<file path="config.mk">
export PLATFORM = sky130hd
export DESIGN_NAME = input_serial_to_parallel
export DESIGN_NICKNAME = d
export VERILOG_FILES = /design/src/rtl/input_serial_to_parallel.sv
export SDC_FILE = /design/constraint.sdc
export NUM_CORES = 1
export LEC_CHECK = 0
export BUFFER_PORTS_ARGS = -buffer_cell sky130_fd_sc_hd__buf_2
export CORE_AREA = 4 4 149 151
export DETAILED_ROUTE_END_ITERATION = 10
export DIE_AREA = 0 0 153 155
export PLACE_DENSITY = 0.84
export SLEW_MARGIN = 10
export SYNTH_ARGS = -nofsm -noshare
export SYNTH_HDL_FRONTEND = slang
export SYNTH_SLANG_ARGS = --single-unit
</file>
<file path="constraint.sdc">
create_clock -name CLK -period 1.6 [get_ports CLK]
set_clock_uncertainty 0.1 [all_clocks]
set_input_delay 0.08 -clock CLK [delete_from_list [all_inputs] [get_ports CLK]]
set_output_delay 0.08 -clock CLK [all_outputs]
set_load 0.01 [all_outputs]
</file>
<file path="src/rtl/input_serial_to_parallel.sv">
// LSB-first serial-to-parallel receiver with a valid/ready output register and sticky error flags.
// Define FRAME_COUNT_EN to add a 16-bit frame_count output that counts every completed word.
module input_serial_to_parallel #(
  parameter int WIDTH_OUTPUT = 128
) (
  input  logic                    CLK,
  input  logic                    RST_N,
  input  logic                    serial_in,
  input  logic                    sync,
  input  logic                    data_ready,
  input  logic                    status_clr,
  output logic [WIDTH_OUTPUT-1:0] data_out,
  output logic                    data_valid,
  output logic                    overrun,
`ifdef FRAME_COUNT_EN
  output logic [15:0]             frame_count,
`endif
  output logic                    align_err
);

  localparam int CNT_W = $clog2(WIDTH_OUTPUT) + 1;
  localparam logic [CNT_W-1:0] LAST_BIT = CNT_W'(WIDTH_OUTPUT - 1);

  logic [CNT_W-1:0]        bit_cnt_reg, bit_cnt_next;
  // The final bit of a word is taken straight from serial_in, so only W-1 bits are stored.
  logic [WIDTH_OUTPUT-2:0] asm_reg, asm_next;
  logic [WIDTH_OUTPUT-1:0] data_reg, data_next;
  logic                    valid_reg, valid_next;
  logic                    overrun_reg, overrun_next;
  logic                    align_reg, align_next;
  logic [CNT_W-1:0]        idx;
  logic                    completing, load, drop, align_set;
  logic [WIDTH_OUTPUT-1:0] word_done;

  assign idx        = sync ? '0 : bit_cnt_reg;
  assign completing = !sync && (bit_cnt_reg == LAST_BIT);
  assign word_done  = {serial_in, asm_reg};
  assign load       = completing && (!valid_reg || data_ready);
  assign drop       = completing && valid_reg && !data_ready;
  assign align_set  = sync && (bit_cnt_reg != '0);

  genvar gi;
  generate
    for (gi = 0; gi < WIDTH_OUTPUT - 1; gi++) begin : g_asm
      assign asm_next[gi] = (idx == CNT_W'(gi)) ? serial_in : asm_reg[gi];
    end
  endgenerate

  always_comb begin
    bit_cnt_next = bit_cnt_reg + 1'b1;
    if (sync)
      bit_cnt_next = CNT_W'(1);
    else if (bit_cnt_reg == LAST_BIT)
      bit_cnt_next = '0;

    data_next  = load ? word_done : data_reg;
    valid_next = valid_reg;
    if (load)
      valid_next = 1'b1;
    else if (!completing && valid_reg && data_ready)
      valid_next = 1'b0;

    // A set condition on the same edge as status_clr wins.
    overrun_next = drop ? 1'b1 : (status_clr ? 1'b0 : overrun_reg);
    align_next   = align_set ? 1'b1 : (status_clr ? 1'b0 : align_reg);
  end

  always_ff @(posedge CLK) begin
    if (!RST_N) begin
      bit_cnt_reg <= '0;
      asm_reg     <= '0;
      data_reg    <= '0;
      valid_reg   <= 1'b0;
      overrun_reg <= 1'b0;
      align_reg   <= 1'b0;
    end else begin
      bit_cnt_reg <= bit_cnt_next;
      asm_reg     <= asm_next;
      data_reg    <= data_next;
      valid_reg   <= valid_next;
      overrun_reg <= overrun_next;
      align_reg   <= align_next;
    end
  end

  assign data_out   = data_reg;
  assign data_valid = valid_reg;
  assign overrun    = overrun_reg;
  assign align_err  = align_reg;

`ifdef FRAME_COUNT_EN
  logic [15:0] frame_count_reg;

  // Counts dropped words too; only reset clears it.
  always_ff @(posedge CLK) begin
    if (!RST_N)
      frame_count_reg <= '0;
    else if (completing)
      frame_count_reg <= frame_count_reg + 16'd1;
  end

  assign frame_count = frame_count_reg;
`endif

endmodule

</file>
# Word-level counts from Yosys, hierarchy flattened
# Index checks and enable logic that the tools add are counted.
[classes]
add_sub_neg = 1
bitwise = 1
muxes = 8
eq_ne = 127
n_reduce_logical = 18
[ops]
columns = ["op", "n"]
rows = [
  ["$eq A8 B7 Y1 const B", 64],
  ["$eq A8 B6 Y1 const B", 32],
  ["$eq A8 B5 Y1 const B", 16],
  ["$eq A8 B4 Y1 const B", 8],
  ["$eq A8 B3 Y1 const B", 4],
  ["$eq A8 B2 Y1 const B", 2],
  ["$add A8 B1 Y8 const B", 1],
  ["$eq A8 B1 Y1 const B", 1],
  ["$logic_not A8 Y1", 1],
  ["$mux W8", 1],
  ["$reduce_bool A8 Y1", 1],
  ["$logic_and A1 B1 Y1", 7],
  ["$mux W1", 7],
  ["$reduce_bool A2 Y1", 3],
  ["$logic_not A1 Y1", 4],
  ["$reduce_or A3 Y1", 1],
  ["$logic_or A1 B1 Y1", 1],
  ["$not A1 Y1", 1],
]
[totals]
word_cells = 288
ff_bits = 266
out_inout_bits = 131

# Longest topological paths before layout
[depth]
ltp_word = 7
mapped_depth = 6
ltp_nobuf = 4

# Worst setup path after synthesis
# No wires, ideal clock.
[synth_timing]
path_kind = "register -> register"
startpoint = "register bit_cnt_reg[5]"
endpoint = "register data_reg[20], in the netlist data_out[20]"
synth_period_minus_slack_ps = 1592
arrival_time_ps = 1421
t_required_ps = 1428
setup_slack_ps = 8
setup_ps = 72
path_stages_with_launch = 7
cell_sequence = "dfxtp_1 -> buf_2 -> nand4b_4 -> nor3_2 -> buf_4 -> buf_4 -> mux2i_1"
[synth_via]
elab_chain_len = 3
[synth_rtl]
columns = ["item", "line", "source"]
rows = [
  ["start: declaration", "24", "logic [CNT_W-1:0] bit_cnt_reg, bit_cnt_next;"],
  ["start signal: assignment", "77", "bit_cnt_reg <= bit_cnt_next;"],
  ["$eq A8 B7 Y1", "36", "assign completing = !sync && (bit_cnt_reg == LAST_BIT);"],
  ["$logic_and A1 B1 Y1", "36", ""],
  ["$logic_and A1 B1 Y1", "38", "assign load = completing && (!valid_reg || data_ready);"],
  ["end signal: assignment", "79", "data_reg <= data_next;"],
  ["end: declaration", "27", "logic [WIDTH_OUTPUT-1:0] data_reg, data_next;"],
]
# Every way passes these cells.
# A chain may end at the register's enable or synchronous reset.

# Worst setup path in the final report
[layout_timing]
startpoint = "register bit_cnt_reg[0]"
endpoint = "register data_reg[55], in the netlist data_out[55]"
# Same word-level chain as after synthesis.

==> qor.csv <==
stage;metric;value;unit
synth;yosys.area.top_type;dfxtp_1;
sta;setup_viol;122;
global_route;grt_pass1_vias;8610;
routing;drt_first_pass_iters;5;
routing;drt_iter0_drc;661;
synth;synthesis.nets;1088;
sta;worst_slack;-0.173;ns
routing;drc;0;
global_route;overflow;0;
synth;synth.top_cells.by_area;dfxtp_1 50%, mux2i_1 24%, nand2_1 9.0%;
finish;largest_reg_flops;128;
synth;synth_edf_count;0;
global_route;grt_max_degree;41;
finish;drive_above_1_share;24.7;%
power_and_ir_drop;fin_total_pwr;13.3;mW
power_and_ir_drop;power.density;971;nW/um^2
placement;hpwl;17200;um
placement;place_inst;1457;
die;num_rows;53;
sta;fmax;0.564;GHz
routing;wl;29100;um
synth;ys_seq_area_share;49.9;%
synth;synthFlopType;dfxtp_1;
finish;nets;1243;
global_route;grt_usage;22.6;%
routing;wire_per_inst;19.0;um
hold_path;hold_path.class;input port to flop;
routing;ant_nets;0;
sta;hold_viol;0;
global_route;grt_pass1_wl;45000;um
cts;clk_pin_slew;0.06;ns
die;chipHeight;155;um
die;die_w;153;um
synth;ys_ff_latch;266;
power_and_ir_drop;ir_worst_vdd;0.825;mV
placement;portBuffers;136;
setup_path;slowest_stage;dfxtp_2;
finish;fin_cells;1527;
synth;syn_area;10700;um^2
finish;fill_cells;1498;
synth;yosysWarnings;0;
cts;cts_buffer_depth;3;
synth;async_reset_ff_share;0;%
sta;slew_violations;0;
sta;period_minus_slack;1.77;ns
setup_path;path_delay_family;buffers and inverters;
finish;multi_input_area;4920;um^2
global_route;antenna_found_initial;0;
cts;clock_latency;0.52;ns
routing;vias;8739;
setup_path;cp.arrival;2.11;ns
synth;synth_most_common_cell;dfxtp_1;
die;core-area;20800;um^2
die;start_util;51.2;%
finish;area_growth;27.9;%
synth;synth_top_cell_area_share;49.9;%
power_and_ir_drop;cellLeakagePower;5.94;nW
setup_path;worstPathRequired;1.94;ns
setup_path;end_kind;flop;
synth;synth_cells;1080;
sta;relSlewSlack;67.2;%
finish;final-seq-area;5330;um^2
setup_path;max_stage_delay;0.35;ns
cts;h-tree-depth;1;
synth;ys_top_cells_by_count;266 x dfxtp_1, 257 x nand2_1, 255 x mux2i_1;
sta;holdWs;0.102;ns
job;drv_cap;0;
sta;period_share;111;%
die;pin_count;137;
cts;clock_sinks;266;
synth;syn_avg_cell_area;9.88;um^2
synth;synth_cell_types;37;
cts;root_buffer;clkbuf_16;
sta;tightestPinTransition;0.491;ns
setup_path;worstPathMaxFanout;7;
setup_path;worstSetupStartpointType;flop;
cts;cts_tree;built;
setup_path;path_cells;ha_4, nand4b_1, nor3_4, buf_6, buf_12, buf_12, mux2i_1;
outcome;violations;setup timing;
die;die_area;23700;um^2
outcome;status;complete, but fails checks;
placement;gp_congestion;0.830;
routing;post_drt_via_cell_ratio;5.72;
cts;cts_inserted_buffers;26;
setup_path;timing.critical_path.mode_cell;buf_12;
finish;antenna_cells;0;
setup_path;path_class;flop to flop;
sta;rsz0062_at_grt;yes;
setup_path;cp_num_buf_inv;3;
## logic make-up (layout without fill, tap and decap cells)
| kind of cell | Yosys count | count (layout) | share of synthesized area [%] |
|---|---|---|---|
| xor+xnor | 2 | 2 | 0.164 |
| fa+ha+maj | 2 | 2 | 0.234 |
| mux | 255 | 255 | 23.9 |
| simple gates | 406 | 406 | 18.4 |
| compound gates | 29 | 29 | 1.82 |
| flops | 266 | 266 | 49.9 |
| buf+inv | 120 | 292 | 5.55 |
## worst min-delay path: stages
cell      delay, ns
buf_2          0.09
nand4b_1       0.17
buf_4          0.15
nor2_1         0.04
o21a_1         0.15
## power breakdown
| part | internal, mW | switching [mW] |
|---|---|---|
| registers | 6.63 | 0.00503 |
| clock network | 3.55 | 2.60 |
| logic | 0.153 | 0.318 |
| total | 10.3 | 2.92 |
## final timing paths
| path | from | slack, ns | depth (start not counted) | to |
|---|---|---|---|---|
| setup / recovery | bit_cnt_reg[0] | -0.17 | 7 | data_out[55] |
| hold reg to reg | data_out[1] | 0.36 | 2 | data_out[1] |
| setup reg to reg | bit_cnt_reg[0] | -0.17 | 7 | data_out[55] |
| hold / removal | sync | 0.10 | 5 | data_valid |
## layout make-up
cell class	count	share of cell area, %
inverters	6	0.165
repair buffers	241	15.9
clock inverters	10	0.844
clock buffers	35	5.39
flip-flops and latches	266	39.1
multi-input cells	694	36.1
well taps	275	2.52
## timing repair
action / CTS / global route
gates cloned: 3 / 9
setup endpoints to repair: 119 / 171
setup buffers: 6 / 6
endpoints found under the hold margin: 53 / 0
hold buffers: 4 / 0
pin swaps: 0 / 7
gates resized for setup: 11 / 37
## per-stage QoR
stage	instance area, um^2	TNS [ns]	util [%]	worst slack (ns)
3_5_place_dp	12200	-7.19	58.5	-0.122
3_3_place_gp	12200	-2.80	58.5	-0.0442
6_report	13600	-11.71	65.5	-0.173
5_1_grt	13600	-21.39	65.5	-0.246
4_1_cts	13300	-3.87	63.7	-0.0955
2_1_floorplan	10700	0	-	0.00782
## cell usage in the layout (no fill, tap or decap), types with 4 or more instances in the layout
| master | synthesis | final |
|---|---|---|
| nand3_1 | 9 | 8 |
| clkbuf_1 | 59 | 5 |
| buf_8 | 0 | 5 |
| dlygate4sd3_1 | 0 | 4 |
| nor3b_4 | 0 | 4 |
| buf_4 | 4 | 43 |
| a21oi_1 | 5 | 5 |
| mux2i_1 | 255 | 248 |
| nand2_1 | 257 | 256 |
| buf_12 | 0 | 32 |
| nand4_1 | 108 | 108 |
| buf_2 | 40 | 135 |
| dfxtp_1 | 266 | 261 |
| clkbuf_16 | 0 | 35 |
| inv_1 | 6 | 6 |
| nor2_1 | 5 | 4 |
| clkbuf_8 | 0 | 4 |
| mux2i_2 | 0 | 6 |
| o211ai_1 | 12 | 12 |
| dfxtp_2 | 0 | 4 |
| buf_6 | 10 | 10 |
| o21ai_0 | 4 | 4 |
## routing by layer
metal | GRT usage [%] | routed length (um)
met1 | 29.7 | 12200
met2 | 38.4 | 14100
met3 | 3.62 | 1790
met4 | 7.09 | 944
met5 | 0 | 0
No activity file was read; power rests on OpenSTA's default activity.
